$ cat src/rtl/ad5543_tx.sv
// AD5543 serial DAC transmitter: AXI-Stream sample FIFO feeding one 16-bit SPI frame per tick.
// Optional AD5543_TX_OFFSET_BIN_EN converts two's complement samples to offset binary.
module ad5543_tx #(
    parameter int unsigned DW            = 16,
    parameter int unsigned FIFO_DEPTH    = 16,
    parameter int unsigned CLK_DIV       = 2,
    parameter int unsigned SAMPLE_PERIOD = 200,
    parameter int unsigned LOW_THRESH    = 4
) (
    input  logic          aclk,
    input  logic          areset,
    input  logic          en,
    input  logic [DW-1:0] s_axis_tdata,
    input  logic          s_axis_tvalid,
    output logic          s_axis_tready,
    output logic          sclk,
    output logic          sdi,
    output logic          cs_n,
    output logic          fifo_irq,
    output logic          underrun,
    output logic          busy
);

    localparam int unsigned AW  = $clog2(FIFO_DEPTH);
    localparam int unsigned CW  = $clog2(FIFO_DEPTH + 1);
    localparam int unsigned TW  = $clog2(SAMPLE_PERIOD);
    localparam int unsigned DVW = (CLK_DIV > 1) ? $clog2(CLK_DIV) : 1;
    localparam int unsigned EW  = $clog2(2 * DW);

    typedef enum logic [1:0] {StIdle, StShift, StCsh} state_e;

    logic [DW-1:0]  mem_q [FIFO_DEPTH];
    logic [AW-1:0]  wr_ptr_q, rd_ptr_q;
    logic [CW-1:0]  count_q, count_d;
    logic           tready_q, irq_q;
    logic [TW-1:0]  tick_q, tick_d;
    state_e         state_q, state_d;
    logic [DW-1:0]  shreg_q, shreg_d;
    logic [DVW-1:0] div_q, div_d;
    logic [EW-1:0]  edge_q, edge_d;
    logic           sclk_q, sclk_d;
    logic           cs_n_q, cs_n_d;
    logic           underrun_q, underrun_d;
    logic           push, pop, tick;
    logic [DW-1:0]  rd_data, load_word;

    assign push    = s_axis_tvalid && tready_q;
    assign tick    = en && (tick_q == TW'(SAMPLE_PERIOD - 1));
    assign rd_data = mem_q[rd_ptr_q];

`ifdef AD5543_TX_OFFSET_BIN_EN
    assign load_word = {~rd_data[DW-1], rd_data[DW-2:0]};
`else
    assign load_word = rd_data;
`endif

    always_comb begin
        count_d = count_q;
        unique case ({push, pop})
            2'b10:   count_d = count_q + CW'(1);
            2'b01:   count_d = count_q - CW'(1);
            default: count_d = count_q;
        endcase
        tick_d = (!en || tick) ? '0 : tick_q + 1'b1;
    end

    // sdi is the shift register MSB; shifting on every fall leaves it zero after the last bit.
    always_comb begin
        state_d    = state_q;
        shreg_d    = shreg_q;
        div_d      = div_q;
        edge_d     = edge_q;
        sclk_d     = sclk_q;
        cs_n_d     = cs_n_q;
        underrun_d = 1'b0;
        pop        = 1'b0;
        unique case (state_q)
            StIdle: begin
                if (tick) begin
                    if (count_q != '0) begin
                        pop     = 1'b1;
                        shreg_d = load_word;
                        cs_n_d  = 1'b0;
                        sclk_d  = 1'b0;
                        div_d   = '0;
                        edge_d  = '0;
                        state_d = StShift;
                    end else begin
                        underrun_d = 1'b1;
                    end
                end
            end
            StShift: begin
                if (div_q == DVW'(CLK_DIV - 1)) begin
                    div_d  = '0;
                    edge_d = edge_q + 1'b1;
                    if (!sclk_q) begin
                        sclk_d = 1'b1;
                    end else begin
                        sclk_d  = 1'b0;
                        shreg_d = {shreg_q[DW-2:0], 1'b0};
                        if (edge_q == EW'(2 * DW - 1)) begin
                            cs_n_d  = 1'b1;
                            state_d = StCsh;
                        end
                    end
                end else begin
                    div_d = div_q + 1'b1;
                end
            end
            StCsh: begin
                if (div_q == DVW'(CLK_DIV - 1)) begin
                    div_d   = '0;
                    state_d = StIdle;
                end else begin
                    div_d = div_q + 1'b1;
                end
            end
            default: state_d = StIdle;
        endcase
    end

    always_ff @(posedge aclk) begin
        if (areset) begin
            wr_ptr_q   <= '0;
            rd_ptr_q   <= '0;
            count_q    <= '0;
            tready_q   <= 1'b0;
            irq_q      <= 1'b0;
            tick_q     <= '0;
            state_q    <= StIdle;
            shreg_q    <= '0;
            div_q      <= '0;
            edge_q     <= '0;
            sclk_q     <= 1'b0;
            cs_n_q     <= 1'b1;
            underrun_q <= 1'b0;
        end else begin
            if (push) wr_ptr_q <= wr_ptr_q + 1'b1;
            if (pop)  rd_ptr_q <= rd_ptr_q + 1'b1;
            count_q    <= count_d;
            tready_q   <= (count_d != CW'(FIFO_DEPTH));
            irq_q      <= en && (count_q <= CW'(LOW_THRESH));
            tick_q     <= tick_d;
            state_q    <= state_d;
            shreg_q    <= shreg_d;
            div_q      <= div_d;
            edge_q     <= edge_d;
            sclk_q     <= sclk_d;
            cs_n_q     <= cs_n_d;
            underrun_q <= underrun_d;
        end
    end

    always_ff @(posedge aclk) begin
        if (push) mem_q[wr_ptr_q] <= s_axis_tdata;
    end

    assign s_axis_tready = tready_q;
    assign sclk          = sclk_q;
    assign sdi           = shreg_q[DW-1];
    assign cs_n          = cs_n_q;
    assign fifo_irq      = irq_q;
    assign underrun      = underrun_q;
    assign busy          = (state_q != StIdle);

endmodule

$ cat config.mk
export PLATFORM = sky130hd
export DESIGN_NAME = ad5543_tx
export DESIGN_NICKNAME = d
export VERILOG_FILES = /design/src/rtl/ad5543_tx.sv
export SDC_FILE = /design/constraint.sdc
export NUM_CORES = 1
export LEC_CHECK = 0
export BUFFER_PORTS_ARGS = -buffer_cell sky130_fd_sc_hd__buf_2
export CAP_MARGIN = 20
export CORE_ASPECT_RATIO = 1.4
export CORE_MARGIN = 2
export CORE_UTILIZATION = 62
export CTS_CLUSTER_DIAMETER = 150
export DETAILED_ROUTE_END_ITERATION = 10
export GPL_ROUTABILITY_DRIVEN = 0
export PLACE_DENSITY = 0.82
export SETUP_SLACK_MARGIN = 0.2
export SLEW_MARGIN = 25
export SYNTH_ARGS = -nofsm -noshare
export SYNTH_HDL_FRONTEND = slang
export SYNTH_SLANG_ARGS = --single-unit
$ cat constraint.sdc
create_clock -name aclk -period 3.9 [get_ports aclk]
set_input_delay 0.78 -clock aclk [delete_from_list [all_inputs] [get_ports aclk]]
set_output_delay 0.78 -clock aclk [all_outputs]
set_load 0.01 [all_outputs]
== Yosys cells after proc, flatten, opt, wreduce, memory -nomap -nowiden ==
Memory sizes are Yosys's and may differ from the RTL's. A register that Yosys moved wholly into a read port is not among the register bits.
Index checks and enable logic that the tools add are counted.
Word-level totals
  flip-flop bits (word level): 50
  word-level logic and storage cells: 91
  input bits: 20
  bits in writable memories: 256
  memories: 1
Memory list
  mem_q: words 16, bits a word 16, read ports 1, clocked after Yosys merged registers in 1, wr ports 1, line 32  | logic [DW-1:0] mem_q [FIFO_DEPTH];
Operators by class
  bitwise operators: 2
  multiplexer cells: 36
  order comparisons: 1
  equality and inequality tests: 13
  add/subtract/negate cells: 7
  reductions and logical operators: 18
Operator list (number)
  16-bit 2-to-1 mux: 4
  16-bit case mux with 2 select lines: 1
  5-bit case mux with 2 select lines: 2
  5-bit 2-to-1 mux: 3
  1-bit 2-to-1 mux: 14
  2-bit 2-to-1 mux: 6
  2-bit inequality test, second input constant: 6
  6-bit AND reduction: 2
  5-bit by 1-bit adder with 5-bit output, second input constant: 2
  4-bit by 1-bit adder with 4-bit output, second input constant: 2
  8-bit by 1-bit adder with 8-bit output, second input constant: 1
  8-bit equality test, second input constant: 1
  4-bit 2-to-1 mux: 2
  1-bit case mux with 2 select lines: 3
  2-bit case mux with 3 select lines: 1
  2-bit nonzero test: 3
  5-bit equality test, second input constant: 1
  5-bit by 3-bit <= comparator with 1-bit output, second input constant: 1
  5-bit inequality test, second input constant: 1
  5-bit AND reduction: 1
  5-bit nonzero test: 1
  5-bit by 1-bit subtractor with 5-bit output, second input constant: 1
  2-bit by 1-bit equality test with 1-bit output, second input constant: 2
  2-bit equality test, second input constant: 2
  other kinds (10): 14

== Logic depth before layout (Yosys ltp) ==
  word-level depth: 7
  gate-level depth with buffers: 15
  depth with buffers taken out: 13

== Worst setup path after synthesis ==
Ideal clock, no wire load.
  path type: reg-to-reg
  from: register tick_q[0]
  to: register tready_q, in the netlist s_axis_tready
  buffers on the path: 2
  path slack: 0.673 ns
  clock period less this slack: 3.227 ns
  setup time: 0.081 ns
  cell stages (with the launch flop): 13
  arrival time: 3.147 ns
  cells stage by stage: dfxtp_1 -> ha_1 -> nand4b_1 -> nor4_1 -> and2_2 -> clkbuf_1 -> ha_1 -> clkbuf_1 -> or4b_2 -> a31oi_1 -> o21bai_1 -> o21bai_1 -> a41oi_1
Between the ends
  longest elaborated chain between the ends: 7
  elaborated cells on any way between the ends: 8
  classes of those cells: 4 x eq/ne; 3 x mux; 1 x reduce/logical
RTL lines
  start, declared: line 36  | logic [TW-1:0] tick_q, tick_d;
  start signal, assigned: line 144  | tick_q <= tick_d;
  8-bit equality test *: line 48  | assign tick = en && (tick_q == TW'(SAMPLE_PERIOD - 1));
  1-bit logical AND *: line 48
  1-bit 2-to-1 mux *: line 79  | if (tick) begin
  1-bit 2-to-1 mux *: line 77  | unique case (state_q)
  2-bit by 1-bit equality test with 1-bit output / 2-bit equality test (equally long branches): line 59  | unique case ({push, pop})
  5-bit case mux with 2 select lines *: line 59
  5-bit inequality test *: line 142  | tready_q <= (count_d != CW'(FIFO_DEPTH));
  end signal, assigned: line 142
  end, declared: line 35  | logic tready_q, irq_q;
Mark *: on every way between the ends. The rest lies on a longest branch, timed or not.
A chain may end at the register's enable or synchronous reset.

== Final worst setup path ==
Same ends and word-level chain as after synthesis.

==> run metrics <==
Worst Reg-to-Reg Cells 12; post-synthesis adder-cell area fraction 1.55%; first-pass GRT wire length 39500 um; post-route DRC violation count 0; gr ovfl total 0; #FFs+latches synth 310; Worst VDD drop 0.385 mV; CTS tree yes; total track usage 26.2%; Tmin final 3340 ps; largest family of logic cells by synthesized area multiplexers; worst-path maximum fanout 9; slowest CP cell nor4_2; total number of vias 6605; synthesized cell area 12100 um2; Syn-to-layout area delta 12.0%; clock group share of total power 42.8%; Final #Nets 743; Main synth FF type edfxtp_1; IO Port Bufs 26; top cell type's share of synthesized area 63.4%; max frequency 299 MHz; ANT cells 0; core area 19200 um2; Hold Path Origin tick_q[0]$_SDFF_PP0_; Distinct cells, synth 51; proportion of synthesized area in mux cells 12.2%; die width 122 um; vias in the first global route 6822; status finished, final reports clean; WHS Endpoint tick_q[0]$_SDFF_PP0_; Num CTS Buffers 29; Sink Count 310; leading area contributor after synthesis edfxtp_1; Top Usage Layer GRT met2; Mapped Cells 670; clk_skew 13.4 ps; Detailed Place HPWL 14500 um; r2r setup slk 560 ps; Logic pwr share 1.7%; CP startpoint kind flop; final wirelength 26200 um; # IOs 27; FF-to-FF End s_axis_tready$_SDFF_PP0_; setup violators final 0; chip height 169 um; hold path depth 1; Slew HR 27.5%; reg2reg start tick_q[0]$_SDFF_PP0_; switch share 19.4%; synth warn 0; initial antenna violation count 0; share of layout cells above drive strength 1 27.3%; CTS Root Buffer Type clkbuf_16; ys async rst share 0%; internal power 5.24 mW; Clock Latency Late Sink 550 ps; GRT met1 Usage 33.2%; Pwr Total 6.50 mW; Tcrit/Tclk final 85.6%; CP cell instances ha_1, nand4b_1, nor4_2, and2_2, ha_1, xor2_1, ha_1, a211oi_1, a311oi_1, and2_1, xor2_1, a41oi_1; RSZ-0062 raised after global routing false; via-per-instance ratio 6.75; Post-CTS Setup Repair Bufs 0; crit path kind flop to flop; worst hold path type flop to flop; number of routed nets with antenna violations 0; H-tree Lvls 1; TritonRoute pass-1 iters 5; Slew Limit Fails 0; Switch Pwr 1.26 mW; Synth Area in XOR/XNOR 1.23%; dpl ws 622 ps; Clock transition at path regs 60 ps; GR Util met3 3.56%; CP bufs+invs 0; Seq/Total Area, Yosys 72.3%; GR Util met2 43.9%; Post-Route Setup TNS 0 ps; compound-cell area share of the yosys netlist 6.24%; Worst Setup End Kind flop; worst-margin pin slew 1090 ps; Initial Util 63.1%; Final Hold Fails 0; Reg power frac 55.5%; Worst EP arrival 3740 ps; Initial DRC Count 725; Wirelength per Cell 26.8 um; leakage 4.37 nW; syn nets 705; WP data required 4300 ps; CP top delay family simple AND/OR/NAND/NOR gates; PD cells 478 nW/um2; Max Cap Viol 0; Clock Path Buffers 3; largest net degree at the start of global routing 37; Final Core Density 70.7%; top cells by area, synth edfxtp_1 (63%), mux4_2 (12%), dfxtp_1 (8.9%); CP max stage delay 420 ps; setup ws final 561 ps; Post-synth EDFFs 256; CP most frequent cell ha_1; Die ar. 20700 um2; FP Rows 60; Simple-Gate Fraction of Synth Area 4.66%; Mean Syn Cell Area 18.1 um2
==> worst max-delay path by stage <==
stage / startpoint / slack [ps] / endpoint / cells after the start
after floorplan: tick_q[0]$_SDFF_PP0_ / 670 / s_axis_tready$_SDFF_PP0_ / 12
after global placement: tick_q[0]$_SDFF_PP0_ / 730 / s_axis_tready$_SDFF_PP0_ / 10
after detailed placement: tick_q[0]$_SDFF_PP0_ / 620 / s_axis_tready$_SDFF_PP0_ / 10
after CTS: tick_q[0]$_SDFF_PP0_ / 530 / s_axis_tready$_SDFF_PP0_ / 12
after global routing: tick_q[0]$_SDFF_PP0_ / 300 / s_axis_tready$_SDFF_PP0_ / 12
final: tick_q[0]$_SDFF_PP0_ / 560 / s_axis_tready$_SDFF_PP0_ / 12
==> registers in the layout (all words and copies together) (netlist names), named ones only <==
name           flops
cs_n               1
div_q              1
rd_ptr_q           4
wr_ptr_q           4
sclk               1
underrun           1
mem_q            256
count_q            5
tick_q             8
edge_q             5
state_q            2
s_axis_tready      1
fifo_irq           1
shreg_q           16
==> cells by family after synthesis <==
| kind of cell | Yosys count |
|---|---|
| compound gates | 102 |
| xor+xnor | 17 |
| fa+ha+maj | 15 |
| buf+inv | 48 |
| flops | 310 |
| mux | 67 |
| simple gates | 111 |
==> cells in the mapped netlist, types with 2 or more instances <==
master    count
nand4_1       4
nor4_1        2
a41oi_1       2
xnor2_1       5
nand3_1      14
mux2i_1       2
o21bai_1      2
edfxtp_1    256
ha_1         15
a311oi_1      2
a221o_2      15
and2_1        3
o21ai_0      10
mux4_2       65
nor3_1        5
and3_1        4
buf_6         3
a31oi_1       3
a22oi_1      30
nand4b_1      2
buf_2        10
dfxtp_1      54
or2b_2        2
xor2_1       12
o21a_1        2
nor2b_1       3
clkbuf_1     27
nand2_1      14
a21oi_1      26
nand2b_1      6
nor2_1       43
inv_1         8
==> power groups by stage <==
stage               Combinational, mW  Clock [mW]  Sequential (mW)
floorplan                      0.0547           0             3.68
global placement                0.100           0             3.68
detailed placement              0.111           0             3.68
CTS                             0.112        2.82             3.61
global route                    0.123        2.93             3.61
finish                          0.112        2.78             3.61
==> what timing repair did <==
action | in CTS | in global routing
gates resized for setup | 0 | 1
setup endpoints to repair | 0 | 1
hold buffers | 0 | 0
==> cell type report <==
type	instances	area, um2
sequential	310	8770
clock inverter	16	165
tap	248	310
inverter	8	30.0
clock buffer	37	776
fill	1151	5640
multi-input combinational	312	3210
timing repair buffer	47	313
==> placed cells by master (no fill, tap or decap), types with 3 or more instances in the layout <==
cell | Yosys | final
dfxtp_1 | 54 | 52
o21ai_0 | 10 | 10
xor2_1 | 12 | 12
xnor2_1 | 5 | 5
mux4_2 | 65 | 65
clkbuf_1 | 27 | 6
and2_1 | 3 | 3
clkbuf_16 | 0 | 29
edfxtp_1 | 256 | 256
a21oi_1 | 26 | 26
a221o_2 | 15 | 15
clkinv_1 | 0 | 7
nand3_1 | 14 | 14
inv_1 | 8 | 8
nor2_2 | 0 | 13
clkinv_2 | 0 | 3
buf_2 | 10 | 26
nand2_1 | 14 | 14
nand4_1 | 4 | 4
nand2b_1 | 6 | 6
buf_4 | 0 | 19
a31oi_1 | 3 | 3
and3_1 | 4 | 4
nor2_1 | 43 | 30
ha_1 | 15 | 15
nor3_2 | 0 | 4
bufinv_16 | 0 | 3
a22oi_1 | 30 | 30
==> through the flow <==
stage               area [um2]  std cells  hold slack [ps]
finish                   13600        978              448
detailed placement       12600        925              442
CTS                      13600        978              454
global placement         12600        925              426
global route             13600        978              474
floorplan                12100        670              413
==> routing by layer <==
metal / vias to the layer above / share of wire, %
met5: - / 0
met4: 0 / 5.4
met3: 100 / 7.6
met2: 386 / 52
met1: 3343 / 36
li1: 2776 / -
Note: power is estimated with default switching activity, not from simulation.
